File: src/rtl/dmem_bridge.sv
// dmem_bridge: data-memory bridge between the EX/MEM stage and a simple
// req/ack bus. It latches one request, holds it on the bus until the bus
// acknowledges, and stalls the pipeline while the access is in flight.
// A flush that arrives while the bus is busy lets the bus transaction finish
// but throws away its result.
//
// Optional feature: define DMEM_TIMEOUT_EN to add an 8-bit no-ack watchdog.
// It aborts a transaction after TIMEOUT_CYCLES cycles without an ack and
// pulses bus_err_o. When the macro is not defined, BUSY/ABORT wait forever
// and bus_err_o is tied low.
//
// Ports
//   clk, rst           clock, asynchronous active-high reset
//   mem_ce_i/_we_i     request valid / store (1) or load (0)
//   mem_sel_i          byte enables
//   mem_addr_i         physical address
//   mem_data_i         store data
//   flush_i            pipeline flush
//   bus_req_o          registered bus request
//   bus_we_o/_sel_o/_addr_o/_wdata_o  latched request attributes
//   bus_ack_i          bus completion strobe
//   bus_rdata_i        read data, valid while bus_ack_i is high
//   stallreq_o         combinational stall request
//   mem_rdata_o        registered load result
//   bus_err_o          one-cycle timeout pulse
module dmem_bridge #(
  parameter int TIMEOUT_CYCLES = 255
) (
  input  logic        clk,
  input  logic        rst,
  input  logic        mem_ce_i,
  input  logic        mem_we_i,
  input  logic [3:0]  mem_sel_i,
  input  logic [31:0] mem_addr_i,
  input  logic [31:0] mem_data_i,
  input  logic        flush_i,
  output logic        bus_req_o,
  output logic        bus_we_o,
  output logic [3:0]  bus_sel_o,
  output logic [31:0] bus_addr_o,
  output logic [31:0] bus_wdata_o,
  input  logic        bus_ack_i,
  input  logic [31:0] bus_rdata_i,
  output logic        stallreq_o,
  output logic [31:0] mem_rdata_o,
  output logic        bus_err_o
);

  // The watchdog counter is 8 bits wide, so the limit has to fit in it.
  if (TIMEOUT_CYCLES < 1 || TIMEOUT_CYCLES > 255) begin : g_bad_timeout
    $error("dmem_bridge: TIMEOUT_CYCLES must be in 1..255");
  end

  typedef enum logic [1:0] {IDLE, BUSY, DONE, ABORT} state_e;

  state_e      state_q, state_d;
  logic        req_q, req_d;
  logic        we_q, we_d;
  logic [3:0]  sel_q, sel_d;
  logic [31:0] addr_q, addr_d;
  logic [31:0] wdata_q, wdata_d;
  logic [31:0] rdata_q, rdata_d;
  logic        accept;
  logic        waiting;   // bus owned and no ack this cycle
  logic        timeout;

  assign accept  = (state_q == IDLE) && mem_ce_i && !flush_i;
  assign waiting = ((state_q == BUSY) || (state_q == ABORT)) && !bus_ack_i;

`ifdef DMEM_TIMEOUT_EN
  logic [7:0] cnt_q, cnt_d;
  logic       err_q;

  // cnt_q counts the no-ack cycles already spent. The cycle that would
  // bring the count up to TIMEOUT_CYCLES is the one that aborts.
  assign timeout = waiting && (cnt_q == 8'(TIMEOUT_CYCLES - 1));

  always_comb begin
    cnt_d = cnt_q;
    if (accept)       cnt_d = '0;
    else if (waiting) cnt_d = cnt_q + 8'd1;
  end

  always_ff @(posedge clk or posedge rst) begin
    if (rst) begin
      cnt_q <= '0;
      err_q <= 1'b0;
    end else begin
      cnt_q <= cnt_d;
      err_q <= timeout;
    end
  end

  assign bus_err_o = err_q;
`else
  assign timeout   = 1'b0;
  assign bus_err_o = 1'b0;
`endif

  always_comb begin
    state_d = state_q;
    req_d   = req_q;
    we_d    = we_q;
    sel_d   = sel_q;
    addr_d  = addr_q;
    wdata_d = wdata_q;
    rdata_d = rdata_q;
    case (state_q)
      IDLE: begin
        if (accept) begin
          we_d    = mem_we_i;
          sel_d   = mem_sel_i;
          addr_d  = mem_addr_i;
          wdata_d = mem_data_i;
          req_d   = 1'b1;
          state_d = BUSY;
        end
      end
      BUSY: begin
        if (bus_ack_i) begin
          req_d = 1'b0;
          // A flush in the same cycle as the ack kills the result: the
          // access ends like an abort, with no DONE and no rdata update.
          if (flush_i) begin
            state_d = IDLE;
          end else begin
            if (!we_q) rdata_d = bus_rdata_i;
            state_d = DONE;
          end
        end else if (timeout) begin
          req_d = 1'b0;
          if (flush_i) begin
            state_d = IDLE;
          end else begin
            rdata_d = '0;
            state_d = DONE;
          end
        end else if (flush_i) begin
          state_d = ABORT;
        end
      end
      ABORT: begin
        if (bus_ack_i || timeout) begin
          req_d   = 1'b0;
          state_d = IDLE;
        end
      end
      DONE:    state_d = IDLE;
      default: state_d = IDLE;
    endcase
  end

  always_ff @(posedge clk or posedge rst) begin
    if (rst) begin
      state_q <= IDLE;
      req_q   <= 1'b0;
      we_q    <= 1'b0;
      sel_q   <= '0;
      addr_q  <= '0;
      wdata_q <= '0;
      rdata_q <= '0;
    end else begin
      state_q <= state_d;
      req_q   <= req_d;
      we_q    <= we_d;
      sel_q   <= sel_d;
      addr_q  <= addr_d;
      wdata_q <= wdata_d;
      rdata_q <= rdata_d;
    end
  end

  // In ABORT the killed access still owns the bus, so a new request has to
  // stall until the bridge is back in IDLE.
  assign stallreq_o = (state_q == BUSY) ||
                      (((state_q == IDLE) || (state_q == ABORT)) && mem_ce_i && !flush_i);

  assign bus_req_o   = req_q;
  assign bus_we_o    = we_q;
  assign bus_sel_o   = sel_q;
  assign bus_addr_o  = addr_q;
  assign bus_wdata_o = wdata_q;
  assign mem_rdata_o = rdata_q;

endmodule

File: config.mk
export PLATFORM = sky130hd
export DESIGN_NAME = dmem_bridge
export DESIGN_NICKNAME = d
export VERILOG_FILES = /design/src/rtl/dmem_bridge.sv
export SDC_FILE = /design/constraint.sdc
export NUM_CORES = 1
export LEC_CHECK = 0
export CORE_UTILIZATION = 43
export CTS_CLUSTER_DIAMETER = 100
export DETAILED_ROUTE_END_ITERATION = 10
export GPL_ROUTABILITY_DRIVEN = 1
export PLACE_DENSITY = 0.86
export SYNTH_ARGS = -nofsm -noshare
export SYNTH_HDL_FRONTEND = slang
export SYNTH_SLANG_ARGS = --single-unit
File: constraint.sdc
create_clock -name clk -period 5.35 [get_ports clk]
set_input_delay 1.07 -clock clk [delete_from_list [all_inputs] [get_ports clk]]
set_output_delay 1.07 -clock clk [all_outputs]
set_load 0.01 [all_outputs]
* Word level (Yosys, flattened, before mapping)
Cells that the tools add are included.
Word-level totals: register bits 104, output and inout port bits 104
Cells by class: equality and inequality tests 7, mux-type cells 9, bitwise logic cells 2, reductions and logical operators 14
Operators by type and width (number):
- $mux W2 | 5
- $pmux W2 S4 | 1
- $reduce_and A3 Y1 | 2
- $eq A2 B2 Y1 const B | 2
- $logic_and A1 B1 Y1 | 4
- $ne A2 B2 Y1 const B | 2
- $reduce_and A4 Y1 | 1
- $ne A3 B3 Y1 const B | 1
- $eq A2 B1 Y1 const B | 1
- $logic_not A2 Y1 | 1
- $logic_or A1 B1 Y1 | 2
- $mux W1 | 2
- $ne A2 B1 Y1 const B | 1
- $not A1 Y1 | 2
- $pmux W1 S2 | 1
- $reduce_and A2 Y1 | 1
- $reduce_bool A2 Y1 | 1
- $reduce_or A2 Y1 | 1
- $logic_not A1 Y1 | 1

* Longest topological paths before layout
Gate-level depths: netlist of run 1.
depth after elaboration 5, depth in mapped cells 6, depth with buffers taken out 5

* Worst setup path after synthesis of run 1
OpenSTA, ideal clock, no wires.
path type input to output, start point in flush_i, end point out stallreq_o, arrival 1414 ps, required time 4280 ps, slack 2866 ps, cell stages on the path 2, path through nand2b_1 > o21bai_1
Between the ends: longest elaborated chain between the ends 3
Ends and longest elaborated chain:
- start, declared | RTL line 36 | input logic flush_i,
- $logic_not A1 Y1 | RTL line 176 | (((state_q == IDLE) || (state_q == ABORT)) && mem_ce_i && !flush_i);
- $logic_and A1 B1 Y1 | RTL line 176
- $logic_or A1 B1 Y1 | RTL line 175 | assign stallreq_o = (state_q == BUSY) ||
- end, declared | RTL line 44 | output logic stallreq_o,
No other way between the ends.

* Worst setup path after layout of run 1
Ends and elaborated chain as after synthesis.

==> reports/results.ini, run 1 <==
[critical_path]
required_ns=4.28
cp.arrival_ns=2.45
critPathKind=input port to output pin
crit_path_end_kind=output pin
start_kind=input port
crit_fanout=3

[clocking]
tritoncts=done
clk_pin_slew_ns=0.09
htreeDepth=3
clock-sinks=104
root_buffer=clkbuf_8
cts_inserted_buffers=9
clkLatencyLatePin_ns=0.36
cts_buffer_depth=2
cts_resized=0
postCtsSetupRepairBufs=0
hold_buffers=0

[logic_synthesis]
yosysSeqAreaShare=0.648
synth_async_sr_flop_share=1.00
syn_area_per_cell_um2=16.5
ys_top_cells_by_count=104 x dfrtp_1, 100 x mux2_2, 6 x inv_1
synth_edf_count=0
synth.net_count=353
synth_top_cell_area_share=0.648
synth.area.top_cells=dfrtp_1 65%, mux2_2 28%, ha_1 1.2%
syn-cell-area_um2=4020
synth-seq-cells=104
yosysWarnings=0
yosys.cell_count.top_type=dfrtp_1
synth_top_area_cell=dfrtp_1
synthFlopType=dfrtp_1
postSynthCellCount=243
ys_types=19

[job]
maxCapViolCount=0

[global_route]
grtUsageMet1=0.232
antenna_found_initial=0
grt_pass1_vias=3057
grt_overflow=0
grt_start_max_net_pins=70
busiest_layer=met2
use_met3=0.0582
grt_use_met2=0.381
grtUsageTotal=0.208
grt_pass1_wl_um=15500

[finish]
drive_above_1_share=0.257
num_antenna_cells=0
seqCellArea_um2=2600
multiInputGateArea_um2=1320
stdcell_count=564
nFillCells=620
synthToLayoutAreaGrowth_pct=58.2
nets=563

[drt]
routed_wl_um=9690
wl_per_cell_um=17.2
vias=2785
drt-pass1-iter-count=4
via_per_inst=4.94
drc=0
drtAntennaViolNets=0
drt_iter0_markers=35

[place]
pre_cts_ws_ns=1.81
dp_hpwl_um=7300
dpl.cell_count=550
io_buffer_count=208
place_congestion=0.705

[floorplanning]
ioPinCount=210
dieArea_um2=9740
die_w_um=98.7
start_util=0.452
core_um2=8890
num_rows=34
dieHeight_um=98.7

[sta]
setup_ws_ns=1.83
slew_violations=0
finClkSkew_ns=0.0119
hold_slack_ns=0.492
rsz0062_at_grt=false
fin_crit_ns=3.52
slew_headroom=0.351
max_freq_mhz=284
finalCritPeriodShare=0.658
tns_ns=0
setup_viol=0
hold_viol=0
worstMarginPinSlew_ns=0.974

[outcome]
status=complete, no violations

[power_and_ir_drop]
finalPower_mw=3.54
pwr_density_cell_nw_per_um2=557
power.leakage_nw=2.67
max-vdd-ir-drop_mv=0.285

[hold_path]
hold_path_class=register to register

-- cell type report --
cell class,instances,area share
clock buffer,11,0.0207
timing repair buffer,210,0.330
clock inverter,3,0.00709
inverter,6,0.00394
tap,108,0.0213
sequential,104,0.409
multi-input combinational,122,0.208
-- metrics by stage --
step,utilization,area [um^2]
2_1_floorplan,-,4020
3_3_place_gp,0.695,6180
3_5_place_dp,0.695,6180
4_1_cts,0.715,6360
5_1_grt,0.715,6360
6_report,0.715,6360
-- worst paths after layout --
kind | from | to | slack [ns] | depth (start not counted)
hold / removal | mem_rdata_o[15] | mem_rdata_o[15] | 0.49 | 1
setup reg to reg | state_q[0] | bus_wdata_o[3] | 3.07 | 4
setup / recovery | flush_i | stallreq_o | 1.83 | 4
min in group asynchronous | rst | bus_wdata_o[25] | 1.23 | 2
hold reg to reg | mem_rdata_o[15] | mem_rdata_o[15] | 0.49 | 1
max in group asynchronous | rst | bus_wdata_o[4] | 3.12 | 3
-- layout by cell type (no fill, tap or decap) --
cell type | Yosys | final
nor2_1 | 1 | 1
o21ai_0 | 2 | 2
o21bai_1 | 1 | 1
bufinv_16 | 0 | 1
buf_4 | 3 | 2
mux2i_1 | 2 | 2
nand3_4 | 0 | 1
inv_1 | 6 | 5
inv_4 | 0 | 1
mux2_1 | 2 | 2
clkbuf_8 | 0 | 9
conb_1 | 1 | 1
ha_1 | 4 | 4
clkinvlp_4 | 0 | 2
o211ai_1 | 1 | 1
mux2_2 | 100 | 100
clkbuf_1 | 0 | 2
a21oi_1 | 2 | 2
clkdlybuf4s50_1 | 0 | 208
dfrtp_1 | 104 | 104
nand2b_1 | 1 | 1
nor4b_4 | 1 | 1
nand2_1 | 3 | 3
-- routing by layer --
metal | wire length [um] | vias up | share of wire
met5 | 0 | - | 0
met4 | 197 | 0 | 0.020
met3 | 706 | 17 | 0.073
met2 | 5050 | 134 | 0.52
met1 | 3740 | 1374 | 0.39
li1 | - | 1260 | -
-- worst max-delay path, cell delays in order --
cell and delay (ns):
clkdlybuf4s50_1 0.47, nand2b_1 0.20, o21bai_1 0.14, clkdlybuf4s50_1 0.57
-- flip-flops by register name (all words and copies together) (netlist names) --
name         flops
state_q          2
bus_wdata_o     32
bus_req_o        1
bus_sel_o        4
bus_addr_o      32
bus_we_o         1
mem_rdata_o     32
-- logic make-up (layout without fill, tap and decap cells) --
group,after synthesis,after routing,share of synthesized area
adders and majority gates,4,4,0.0125
buffers and inverters,17,230,0.0258
and+or+nand+nor,7,7,0.0137
AOI/OAI and AO/OA,6,6,0.00872
other,1,1,0.000933
muxes,104,104,0.291
DFF,104,104,0.648
-- where the power goes --
part	total (mW)	switching (mW)	internal [mW]
combinational	1.69	0.605	1.09
sequential	1.39	0.204	1.18
clock	0.462	0.250	0.212
No activity file was read; power rests on OpenSTA's default activity.
==> inputs of run 2 (changes only) <==
- CORE_UTILIZATION: 43 -> 36
- PLACE_DENSITY: 0.86 -> 0.77
- clock period: 5.35 -> 3 ns (I/O delays scaled with it)
==> reports/results.ini, run 2 (synthesized netlist as in run 1, its figures left out) <==
[drt]
routed_wl_um=9430
via_per_inst=4.67
drt-pass1-iter-count=4
drtAntennaViolNets=0
drt_iter0_markers=36
drc=0
vias=2809
wl_per_cell_um=15.7

[place]
dpl.cell_count=586
io_buffer_count=208
dp_hpwl_um=7170
place_congestion=0.746

[floorplanning]
core_um2=10800
ioPinCount=210
start_util=0.371
dieArea_um2=11600
die_w_um=108
num_rows=38
dieHeight_um=108

[clocking]
tritoncts=done
clkLatencyLatePin_ns=0.35
htreeDepth=3
cts_buffer_depth=2
clk_pin_slew_ns=0.09
hold_buffers=0
root_buffer=clkbuf_8
clock-sinks=104
postCtsSetupRepairBufs=0
cts_inserted_buffers=9
cts_resized=0

[global_route]
grt_pass1_wl_um=14600
grtUsageTotal=0.165
grt_overflow=0
grt_pass1_vias=2927
antenna_found_initial=0
grt_start_max_net_pins=58

[sta]
finalCritPeriodShare=0.858
worstMarginPinSlew_ns=0.705
slew_headroom=0.530
finClkSkew_ns=0.0113
max_freq_mhz=389
setup_viol=0
hold_viol=0
hold_slack_ns=0.501
tns_ns=0
slew_violations=0
rsz0062_at_grt=false
fin_crit_ns=2.57

[critical_path]
required_ns=2.40
cp.arrival_ns=1.97
critPathKind=input port to output pin
crit_fanout=3
crit_path_end_kind=output pin
start_kind=input port

[finish]
drive_above_1_share=0.271
stdcell_count=602
layout_commonest_cell=clkdlybuf4s50_1
layout_common_cells=208 x clkdlybuf4s50_1, 104 x dfrtp_1, 100 x mux2_2
nets=567
synthToLayoutAreaGrowth_pct=60.6
num_antenna_cells=0

[power_and_ir_drop]
pwr_density_cell_nw_per_um2=977
max-vdd-ir-drop_mv=0.584
power.leakage_nw=2.70

[job]
maxCapViolCount=0

[hold_path]
hold_path_class=register to register

[outcome]
status=complete, no violations

run 2: cell types whose count changed in the layout (fill, tap and decap cells not counted):
cell / delta
buf_12: +1
buf_4: +3
bufinv_16: -1
clkbuf_1: -2
clkbuf_8: +2
clkinv_2: +1
clkinv_4: +2
inv_4: -1
inv_6: +1
run 2: layout make-up:
type                            count  area (um^2)
Fill cell                         875         4390
Multi-Input combinational cell    122         1320
Clock buffer                       11          151
Tap cell                          140          175
Clock inverter                      5         38.8
Sequential cell                   104         2600
Inverter                            6         26.3
Timing Repair Buffer              214         2140
run 2: path summary, 6_finish.rpt:
path | from | endpoint | slack, ns | cells past startpoint
setup reg to reg | state_q[1] | mem_rdata_o[22] | 1.04 | 5
min in group asynchronous | rst | bus_wdata_o[25] | 0.77 | 3
hold reg to reg | mem_rdata_o[15] | mem_rdata_o[15] | 0.50 | 1
hold / removal | mem_rdata_o[15] | mem_rdata_o[15] | 0.50 | 1
setup / recovery | flush_i | stallreq_o | 0.43 | 4
max in group asynchronous | rst | mem_rdata_o[9] | 1.70 | 3
run 2: stage by stage:
step	power, mW	utilization	instance area (um^2)	setup slack (ns)
after CTS	6.41	0.595	6450	0.429
after floorplan	3.73	-	4020	1.15
after global routing	6.68	0.595	6450	0.406
after global placement	5.44	0.578	6260	0.464
after detailed placement	5.56	0.578	6260	0.428
final	6.30	0.595	6450	0.427
run 2: critical path, stage by stage:
cell,delay [ns]
clkdlybuf4s50_1,0.47
nand2b_1,0.19
o21bai_1,0.14
clkdlybuf4s50_1,0.57
run 2: report_power, final:
part           switching, mW  internal (mW)
registers              0.356           2.11
clock network          0.468          0.352
logic                   1.07           1.95
total                   1.89           4.41
run 2: routing by layer:
metal | track usage | up-vias | wire [um] | part of all wire
met5 | 0 | - | 0 | 0
li1 | - | 1272 | - | -
met1 | 0.197 | 1401 | 3660 | 0.39
met3 | 0.0496 | 16 | 738 | 0.078
met2 | 0.283 | 120 | 4830 | 0.51
met4 | 0.0528 | 0 | 196 | 0.021
==> inputs of run 3 (changes only) <==
- CORE_UTILIZATION: 36 -> 43
- PLACE_DENSITY: 0.77 -> 0.86
- clock period: 3 -> 3.1 ns (I/O delays scaled with it)
==> reports/results.ini, run 3 (synthesized netlist as in run 1, its figures left out) <==
[finish]
stdcell_count=568
synthToLayoutAreaGrowth_pct=60.1
fin_util=0.723
nFillCells=615
layout_commonest_cell=clkdlybuf4s50_1
seqCellArea_um2=2600
multiInputGateArea_um2=1320
num_antenna_cells=0
nets=565
drive_above_1_share=0.263
layout_common_cells=208 x clkdlybuf4s50_1, 104 x dfrtp_1, 100 x mux2_2

[floorplanning]
die_w_um=98.7
dieArea_um2=9740
ioPinCount=210
start_util=0.452
num_rows=34
dieHeight_um=98.7
core_um2=8890

[sta]
slew_headroom=0.636
tns_ns=0
finalCritPeriodShare=0.845
hold_viol=0
worstMarginPinSlew_ns=0.546
rsz0062_at_grt=false
hold_slack_ns=0.491
setup_viol=0
slew_violations=0
finClkSkew_ns=0.0113
max_freq_mhz=382
fin_crit_ns=2.62

[critical_path]
required_ns=2.48
crit_fanout=3
cp.arrival_ns=2.00
reg2reg_to=mem_rdata_o[20]
start_kind=input port
critPathKind=input port to output pin
crit_path_end_kind=output pin
r2r-start=state_q[1]
worst_r2r_path_depth=5
critPathCapture=stallreq_o
reg2reg_slack_ns=1.04
cp-startpoint=flush_i

[drt]
drt-pass1-iter-count=4
wl_per_cell_um=16.7
drt_iter0_markers=55
vias=2781
via_per_inst=4.90
drtAntennaViolNets=0
drc=0
routed_wl_um=9500

[clocking]
clock-sinks=104
postCtsSetupRepairBufs=0
root_buffer=clkbuf_8
htreeDepth=3
cts_buffer_depth=2
hold_buffers=0
tritoncts=done
clk_pin_slew_ns=0.08
cts_inserted_buffers=9
cts_resized=0
clkLatencyLatePin_ns=0.35

[global_route]
grtUsageTotal=0.205
antenna_found_initial=0
grt_overflow=0
grt_start_max_net_pins=105
grt_pass1_wl_um=15300
grt_pass1_vias=3071

[power_and_ir_drop]
max-vdd-ir-drop_mv=0.507
power.leakage_nw=2.70
finalPower_mw=6.16
pwr_density_cell_nw_per_um2=957

[outcome]
status=complete, no violations

[place]
dpl.cell_count=552
io_buffer_count=208
place_congestion=0.769
dp_hpwl_um=7160

[job]
maxCapViolCount=0

[hold_path]
hold_path_class=register to register

run 3: cell type report:
class / instances / area share
inverter: 6 / 0.00408
clock inverter: 4 / 0.00836
sequential: 104 / 0.405
clock buffer: 12 / 0.0226
timing repair buffer: 212 / 0.334
tap: 108 / 0.0210
multi-input combinational: 122 / 0.205
run 3: per-layer routing:
layer  track usage  share of wire
met3        0.0631          0.081
met5             0              0
met2         0.368           0.53
met4        0.0918          0.022
met1         0.223           0.37
run 3: critical path: stages:
cell             delay, ns
clkdlybuf4s50_1       0.47
nand2b_1              0.20
o21bai_1              0.15
clkdlybuf4s50_1       0.56
run 3: report_power, final:
part           switching, mW  total [mW]  internal [mW]
sequential             0.354        2.40           2.04
combinational           1.04        2.93           1.89
clock                  0.437       0.835          0.398
total                   1.83        6.16           4.33
run 3: how the worst min path moves through the flow:
stage                                from              end  slack [ns]  cells past startpoint
after floorplan           mem_rdata_o[15]  mem_rdata_o[15]        0.53                      1
after global placement     mem_rdata_o[8]   mem_rdata_o[8]        0.47                      1
after detailed placement   mem_rdata_o[8]   mem_rdata_o[8]        0.48                      1
after CTS                  mem_rdata_o[8]   mem_rdata_o[8]        0.50                      1
after global routing       mem_rdata_o[8]   mem_rdata_o[8]        0.51                      1
final                      mem_rdata_o[8]   mem_rdata_o[8]        0.49                      1
run 3: per-stage QoR:
stage,setup slack (ns),instance area [um^2]
finish,0.480,6430
global route,0.441,6430
CTS,0.480,6430
detailed placement,0.483,6230
global placement,0.533,6230
floorplan,1.23,4020
